$ cat src/rtl/vga_banner_ctrl.sv
// rtl/vga_banner_ctrl.sv - frame-synchronous scroll/colour controller for the letter banner
//
// Purpose: accepts host commands over a valid/ready handshake, holds one
// pending command, and applies it together with the scroll motion only on
// the frame-end pixel so the banner never tears mid-frame.
//
// Ports:
//   vga_clk    in   pixel clock
//   sys_rst    in   asynchronous active-high reset
//   pix_x      in   current pixel column
//   pix_y      in   current pixel row
//   cmd_valid  in   host command valid
//   cmd_op     in   0=START 1=PAUSE 2=STOP 3=NEXT_COLOR
//   cmd_ready  out  controller can accept a command
//   start_x    out  banner left edge
//   fg_color   out  RGB565 letter colour
//   state      out  0=IDLE 1=SCROLL 2=PAUSE
//   frame_tick out  one-cycle pulse the cycle after frame end

module vga_banner_ctrl #(
  parameter int H_VALID      = 640,
  parameter int V_VALID      = 480,
  parameter int BANNER_W     = 250,
  parameter int START_X_INIT = 155,
  parameter int STEP         = 2,
  parameter int FRAME_DIV    = 2
) (
  input  logic        vga_clk,
  input  logic        sys_rst,
  input  logic [9:0]  pix_x,
  input  logic [9:0]  pix_y,
  input  logic        cmd_valid,
  input  logic [1:0]  cmd_op,
  output logic        cmd_ready,
  output logic [9:0]  start_x,
  output logic [15:0] fg_color,
  output logic [1:0]  state,
  output logic        frame_tick
);

  localparam int MAX_X = H_VALID - BANNER_W;
  localparam int CNT_W = (FRAME_DIV > 1) ? $clog2(FRAME_DIV) : 1;

  localparam logic [1:0] OP_START = 2'd0;
  localparam logic [1:0] OP_PAUSE = 2'd1;
  localparam logic [1:0] OP_STOP  = 2'd2;
  localparam logic [1:0] OP_COLOR = 2'd3;

  typedef enum logic [1:0] {
    ST_IDLE   = 2'd0,
    ST_SCROLL = 2'd1,
    ST_PAUSE  = 2'd2
  } state_t;

  state_t             state_q, state_n;
  logic [9:0]         pos_q, pos_n;
  logic               dir_left_q, dir_left_n;
  logic [CNT_W-1:0]   cnt_q, cnt_n;
  logic [1:0]         color_q, color_n;
  logic               pend_valid_q, pend_valid_n;
  logic [1:0]         pend_op_q, pend_op_n;
  logic               started;
  logic               frame_end;
  logic [10:0]        sum_right;

  // Blanking coordinates (e.g. 10'h3FF) can never equal the last active pixel.
  assign frame_end = (pix_x == 10'(H_VALID - 1)) && (pix_y == 10'(V_VALID - 1));
  assign sum_right = {1'b0, pos_q} + 11'(STEP);

  always_ff @(posedge vga_clk or posedge sys_rst) begin
    if (sys_rst) begin
      state_q      <= ST_IDLE;
      pos_q        <= 10'(START_X_INIT);
      dir_left_q   <= 1'b0;
      cnt_q        <= '0;
      color_q      <= 2'd0;
      pend_valid_q <= 1'b0;
      pend_op_q    <= 2'd0;
      frame_tick   <= 1'b0;
    end else begin
      state_q      <= state_n;
      pos_q        <= pos_n;
      dir_left_q   <= dir_left_n;
      cnt_q        <= cnt_n;
      color_q      <= color_n;
      pend_valid_q <= pend_valid_n;
      pend_op_q    <= pend_op_n;
      frame_tick   <= frame_end;
    end
  end

  always_comb begin
    state_n      = state_q;
    pos_n        = pos_q;
    dir_left_n   = dir_left_q;
    cnt_n        = cnt_q;
    color_n      = color_q;
    pend_valid_n = pend_valid_q;
    pend_op_n    = pend_op_q;
    started      = 1'b0;

    // Acceptance only happens while nothing is pending, so a command taken on
    // the frame-end cycle is not yet visible to the apply logic below and
    // naturally waits for the following frame end.
    if (cmd_valid && cmd_ready) begin
      pend_valid_n = 1'b1;
      pend_op_n    = cmd_op;
    end

    if (frame_end) begin
      if (pend_valid_q) begin
        pend_valid_n = 1'b0;
        case (pend_op_q)
          OP_START: begin
            state_n = ST_SCROLL;
            cnt_n   = '0;
            started = 1'b1;
          end
          OP_PAUSE: begin
            if (state_q == ST_SCROLL) state_n = ST_PAUSE;
          end
          OP_STOP: begin
            state_n    = ST_IDLE;
            pos_n      = 10'(START_X_INIT);
            dir_left_n = 1'b0;
            cnt_n      = '0;
          end
          default: begin
            color_n = color_q + 2'd1;
          end
        endcase
      end

      // Motion runs in the state that results from the command above.
      if (state_n == ST_SCROLL && !started) begin
        if (cnt_q == CNT_W'(FRAME_DIV - 1)) begin
          cnt_n = '0;
          if (!dir_left_q) begin
            if (sum_right >= 11'(MAX_X)) begin
              pos_n      = 10'(MAX_X);
              dir_left_n = 1'b1;
            end else begin
              pos_n = sum_right[9:0];
            end
          end else begin
            if (pos_q <= 10'(STEP)) begin
              pos_n      = 10'd0;
              dir_left_n = 1'b0;
            end else begin
              pos_n = pos_q - 10'(STEP);
            end
          end
        end else begin
          cnt_n = cnt_q + CNT_W'(1);
        end
      end
    end
  end

  always_comb begin
    case (color_q)
      2'd0:    fg_color = 16'hFFFF;
      2'd1:    fg_color = 16'hF800;
      2'd2:    fg_color = 16'h07E0;
      default: fg_color = 16'h001F;
    endcase
  end

  assign cmd_ready = !pend_valid_q;
  assign start_x   = pos_q;
  assign state     = state_q;

endmodule

$ cat config.mk
export PLATFORM = sky130hd
export DESIGN_NAME = vga_banner_ctrl
export DESIGN_NICKNAME = d
export VERILOG_FILES = /design/src/rtl/vga_banner_ctrl.sv
export SDC_FILE = /design/constraint.sdc
export NUM_CORES = 1
export LEC_CHECK = 0
export CAP_MARGIN = 0
export CORE_ASPECT_RATIO = 0.5
export CORE_MARGIN = 3
export CORE_UTILIZATION = 35
export DETAILED_ROUTE_END_ITERATION = 6
export PLACE_DENSITY = 0.65
export SLEW_MARGIN = 20
export SYNTH_ARGS = -nofsm -noshare
export SYNTH_HDL_FRONTEND = slang
export SYNTH_SLANG_ARGS = --single-unit
$ cat constraint.sdc
create_clock -name vga_clk -period 2.12 [get_ports vga_clk]
set_input_delay 0.424 -clock vga_clk [delete_from_list [all_inputs] [get_ports vga_clk]]
set_output_delay 0.424 -clock vga_clk [all_outputs]
set_load 0.01 [all_outputs]
==> qor.csv <==
stage,metric,value,unit
detailed_routing,drc,0,
timing,fmax,482,MHz
place,dpl_worst_slack,-0.146,ns
detailed_routing,drt-pass1-iter-count,4,
detailed_routing,detail_route.iter0.violations,167,
yosys,postSynthNetCount,255,
critical_path,worst_setup_path_start_kind,register,
finish,final-instance-count-excl-fill,360,
die,die_width,107,µm
yosys,cell_type_with_the_highest_aggregate_area_in_the_netlist,sky130_fd_sc_hd__dfrtp_1,
yosys,synth_sequential_area_ratio,0.283,
clock_tree,holdBufCountCts,0,
critical_path,timing.critical_path.required,2.29,ns
pwr,p_leak,1.11,nW
yosys,yosys_most_used_dff,sky130_fd_sc_hd__dfrtp_1,
finish,area_growth,52.0,%
critical_path,end_kind,register,
timing,max_slew_margin,0.636,
critical_path,worst_path_dominant_cell_family,flip-flops,
global_routing,grt_total_usage,0.176,
yosys,synthesis.yosys.warnings,0,
global_routing,grt_max_degree,21,
pwr,power_report.internal_total,0.000699,W
global_routing,global_route.overflow_total,0,
finish,share_of_final_layout_standard_cells_stronger_than_drive_strength_1,0.269,
critical_path,worst_ep_arrival_time,2.24,ns
timing,period_needed,2.07,ns
timing,grt_setup_unrepaired,yes,
global_routing,wire_length_of_the_first_global_routing_pass,8440,µm
yosys,yosys_register_bits,20,
outcome,status,finished clean,
die,die_area,0.00606,mm²
yosys,synth_enable_flop_cells,0,
yosys,synth_area,0.00179,mm²
yosys,synthArstFlopShare,1.00,
clock_tree,clk_transition_reported_paths,0.08,ns
critical_path,worst_path_most_repeated_cell,sky130_fd_sc_hd__buf_4,
pwr,pwr_density_cell,330,mW/mm²
clock_tree,cts_tree,yes,
pwr,max_ir_drop_vdd,0.267,mV
yosys,synth_area_leaders,"sky130_fd_sc_hd__dfrtp_1 21%, sky130_fd_sc_hd__dfstp_2 7.3%, sky130_fd_sc_hd__ha_1 5.6%, sky130_fd_sc_hd__buf_4 5.5%, sky130_fd_sc_hd__nand2_1 3.8%",
global_routing,initial_antenna_violation_count,0,
die,dieHeight,56.6,µm
place,dp_cells,347,
pwr,clock_power_share,0.451,
die,design.core.area,0.00466,mm²
clock_tree,cts_root_buf,sky130_fd_sc_hd__clkbuf_8,
min_path,worstHoldPathType,input port to async pin,
pwr,post-layout-total-power,0.000897,W
place,post-dp-hpwl,4190,µm
critical_path,cp_num_buf_inv,2,
detailed_routing,dr_total_vias,2035,
finish,antennaDiodeCount,0,
clock_tree,clkLatencyLatePin,0.27,ns
die,ioPinCount,55,
global_routing,grt_pass1_vias,1681,
critical_path,cp_cell_sequence,or3_1 > a2111oi_4 > buf_4 > or2_4 > buf_4 > o311a_1 > o32ai_1,
critical_path,crit_path_max_incr_delay,0.67,ns
yosys,yosysUniqueCellTypes,54,
detailed_routing,avgRoutedWirePerCell,16.5,µm
pwr,switching_share,0.221,
timing,layout_worst_path_cycle_share,0.978,
finish,fin_nets,328,
critical_path,reg2reg_setup_slack,0.05,ns
detailed_routing,wirelength,5930,µm
place,io_buffer_count,54,
timing,final_critical_path_setup_slack,0.0461,ns
finish,final.fill_count,401,
detailed_routing,antenna_left,0,
timing,final.setup.tns,0,ns
clock_tree,numCtsBuffers,3,
die,num_rows,17,
critical_path,critPathSlowestCell,sky130_fd_sc_hd__dfstp_2,
place,place_congestion,0.882,
timing,hold_viol_final,0,
critical_path,path_max_fanout,13,
clock_tree,cts_htree_levels,1,
timing,worst_pin_slew,0.544,ns
timing,finalSetupViolations,0,
clock_tree,ctsLongestPathBuffers,2,
timing,timing_max_transition_violations_final,0,
clock_tree,cts_num_sinks,20,
detailed_routing,drt-vias-per-instance,5.65,
job,cap_violations,0,
pwr,p_seq_frac,0.440,
die,start_util,0.384,
pwr,p_sw,0.000198,W
timing,timing.clock.skew,0.00307,ns
critical_path,crit_type,register to register,
yosys,portion_of_synthesized_cell_area_occupied_by_the_leading_cell_type,0.210,
finish,layout.core_utilization,0.584,
yosys,synthesis.area_per_instance,8.07,µm²
yosys,synthesis.instances,222,
pwr,power.share.combinational,0.109,
placed cells by master (no fill, tap or decap), types with 4 or more instances in the layout:
master                             n
sky130_fd_sc_hd__a21oi_1          12
sky130_fd_sc_hd__a31oi_1           4
sky130_fd_sc_hd__and3_1            5
sky130_fd_sc_hd__buf_4            41
sky130_fd_sc_hd__clkdlybuf4s50_1  38
sky130_fd_sc_hd__dfrtp_1          14
sky130_fd_sc_hd__dfstp_2           5
sky130_fd_sc_hd__dlygate4sd2_1    16
sky130_fd_sc_hd__ha_1              6
sky130_fd_sc_hd__inv_1             9
sky130_fd_sc_hd__nand2_1          18
sky130_fd_sc_hd__nand2b_1          4
sky130_fd_sc_hd__nand4_1           6
sky130_fd_sc_hd__nand4b_1          4
sky130_fd_sc_hd__nor2_1           16
sky130_fd_sc_hd__nor2b_1           6
sky130_fd_sc_hd__nor3_1            5
sky130_fd_sc_hd__o21ai_0           9
cells by family (layout without fill, tap and decap cells):
group / Yosys count / count (layout) / synth area share
simple gates: 86 / 87 / 0.254
compound gates: 66 / 66 / 0.268
buf+inv: 38 / 109 / 0.116
flops: 20 / 20 / 0.283
fa+ha+maj: 8 / 8 / 0.0559
xor+xnor: 2 / 2 / 0.00979
mux: 2 / 2 / 0.0126
state kept, by name (all words and copies together) (netlist names):
| signal | count |
|---|---|
| pend_valid_q | 1 |
| frame_tick | 1 |
| cnt_q | 1 |
| pend_op_q | 2 |
| color_q | 2 |
| state | 2 |
| dir_left_q | 1 |
| start_x | 10 |
cell type report:
type                            instances  area [µm²]  share of cell area
Sequential cell                        20         508               0.187
Timing Repair Buffer                   95         828               0.304
Clock buffer                            3        41.3              0.0152
Clock inverter                          1        30.0              0.0110
Tap cell                               66        82.6              0.0303
Multi-Input combinational cell        165        1190               0.439
Inverter                               10        37.5              0.0138
power groups by stage:
stage	sequential (W)	clock (W)	combinational (W)
2_1_floorplan	0.000394	0	0.0000450
4_1_cts	0.000394	0.000404	0.0000978
6_report	0.000394	0.000404	0.0000981
5_1_grt	0.000395	0.000417	0.000105
3_3_place_gp	0.000401	0	0.0000956
3_5_place_dp	0.000401	0	0.0000970
per-stage QoR:
stage	hold slack (ns)	cell area [µm²]
floorplan	0.384	1790
global placement	0.518	2490
detailed placement	0.536	2490
CTS	0.486	2580
global route	0.514	2720
finish	0.477	2720
worst reg2reg max path, delay by kind of cell, from the launching register on:
family / cells / cell delay, ns
DFF: 1 / 0.67
AOI/OAI and AO/OA: 3 / 0.50
buffers and inverters: 2 / 0.32
and+or+nand+nor: 2 / 0.48
timing repair:
action | in CTS | in global routing
hold endpoints to repair | 0 | 0
pin swaps | 1 | 7
endpoints found under the setup margin | 20 | 11
resized for setup | 21 | 21
cloned | 0 | 1
setup buffers | 3 | 5
synth_stat cells (2+ instances only):
library cell,count
sky130_fd_sc_hd__nand2_1,18
sky130_fd_sc_hd__nor2_1,18
sky130_fd_sc_hd__dfrtp_1,15
sky130_fd_sc_hd__a21oi_1,13
sky130_fd_sc_hd__buf_4,13
sky130_fd_sc_hd__clkbuf_1,12
sky130_fd_sc_hd__o21ai_0,12
sky130_fd_sc_hd__inv_1,10
sky130_fd_sc_hd__ha_1,8
sky130_fd_sc_hd__a31oi_1,6
sky130_fd_sc_hd__nand4_1,6
sky130_fd_sc_hd__nor2b_1,6
sky130_fd_sc_hd__nor3_1,6
sky130_fd_sc_hd__and3_1,5
sky130_fd_sc_hd__dfstp_2,5
sky130_fd_sc_hd__nand3_1,5
sky130_fd_sc_hd__a32o_1,4
sky130_fd_sc_hd__nand2b_1,4
sky130_fd_sc_hd__nand4b_1,4
sky130_fd_sc_hd__a21o_1,3
sky130_fd_sc_hd__o211ai_1,3
sky130_fd_sc_hd__o21a_1,3
sky130_fd_sc_hd__or2_2,3
sky130_fd_sc_hd__or3_1,3
sky130_fd_sc_hd__a211o_1,2
sky130_fd_sc_hd__and2_1,2
sky130_fd_sc_hd__buf_6,2
sky130_fd_sc_hd__mux2_2,2
sky130_fd_sc_hd__o22a_1,2
sky130_fd_sc_hd__o22ai_1,2
sky130_fd_sc_hd__o32ai_1,2
path summary, 6_finish.rpt:
kind                                 start    endpoint  depth (start not counted)
worst max-delay path            start_x[3]  start_x[3]                          7
worst min register to register  color_q[1]  color_q[1]                          2
worst min-delay path               sys_rst  start_x[5]                          3
max in group asynchronous          sys_rst  start_x[3]                          3
min in group vga_clk            color_q[1]  color_q[1]                          2
worst max register to register  start_x[3]  start_x[3]                          7
per-layer routing:
layer  GRT usage  wire, µm  vias up  part of all wire
met3      0.0390       514       16             0.087
met4      0.0528       112        0             0.019
li1            -         -      946                 -
met2       0.252      2620      123              0.44
met1       0.262      2690      950              0.45
met5           0         0        -                 0
Note: power is estimated with default switching activity, not from simulation.
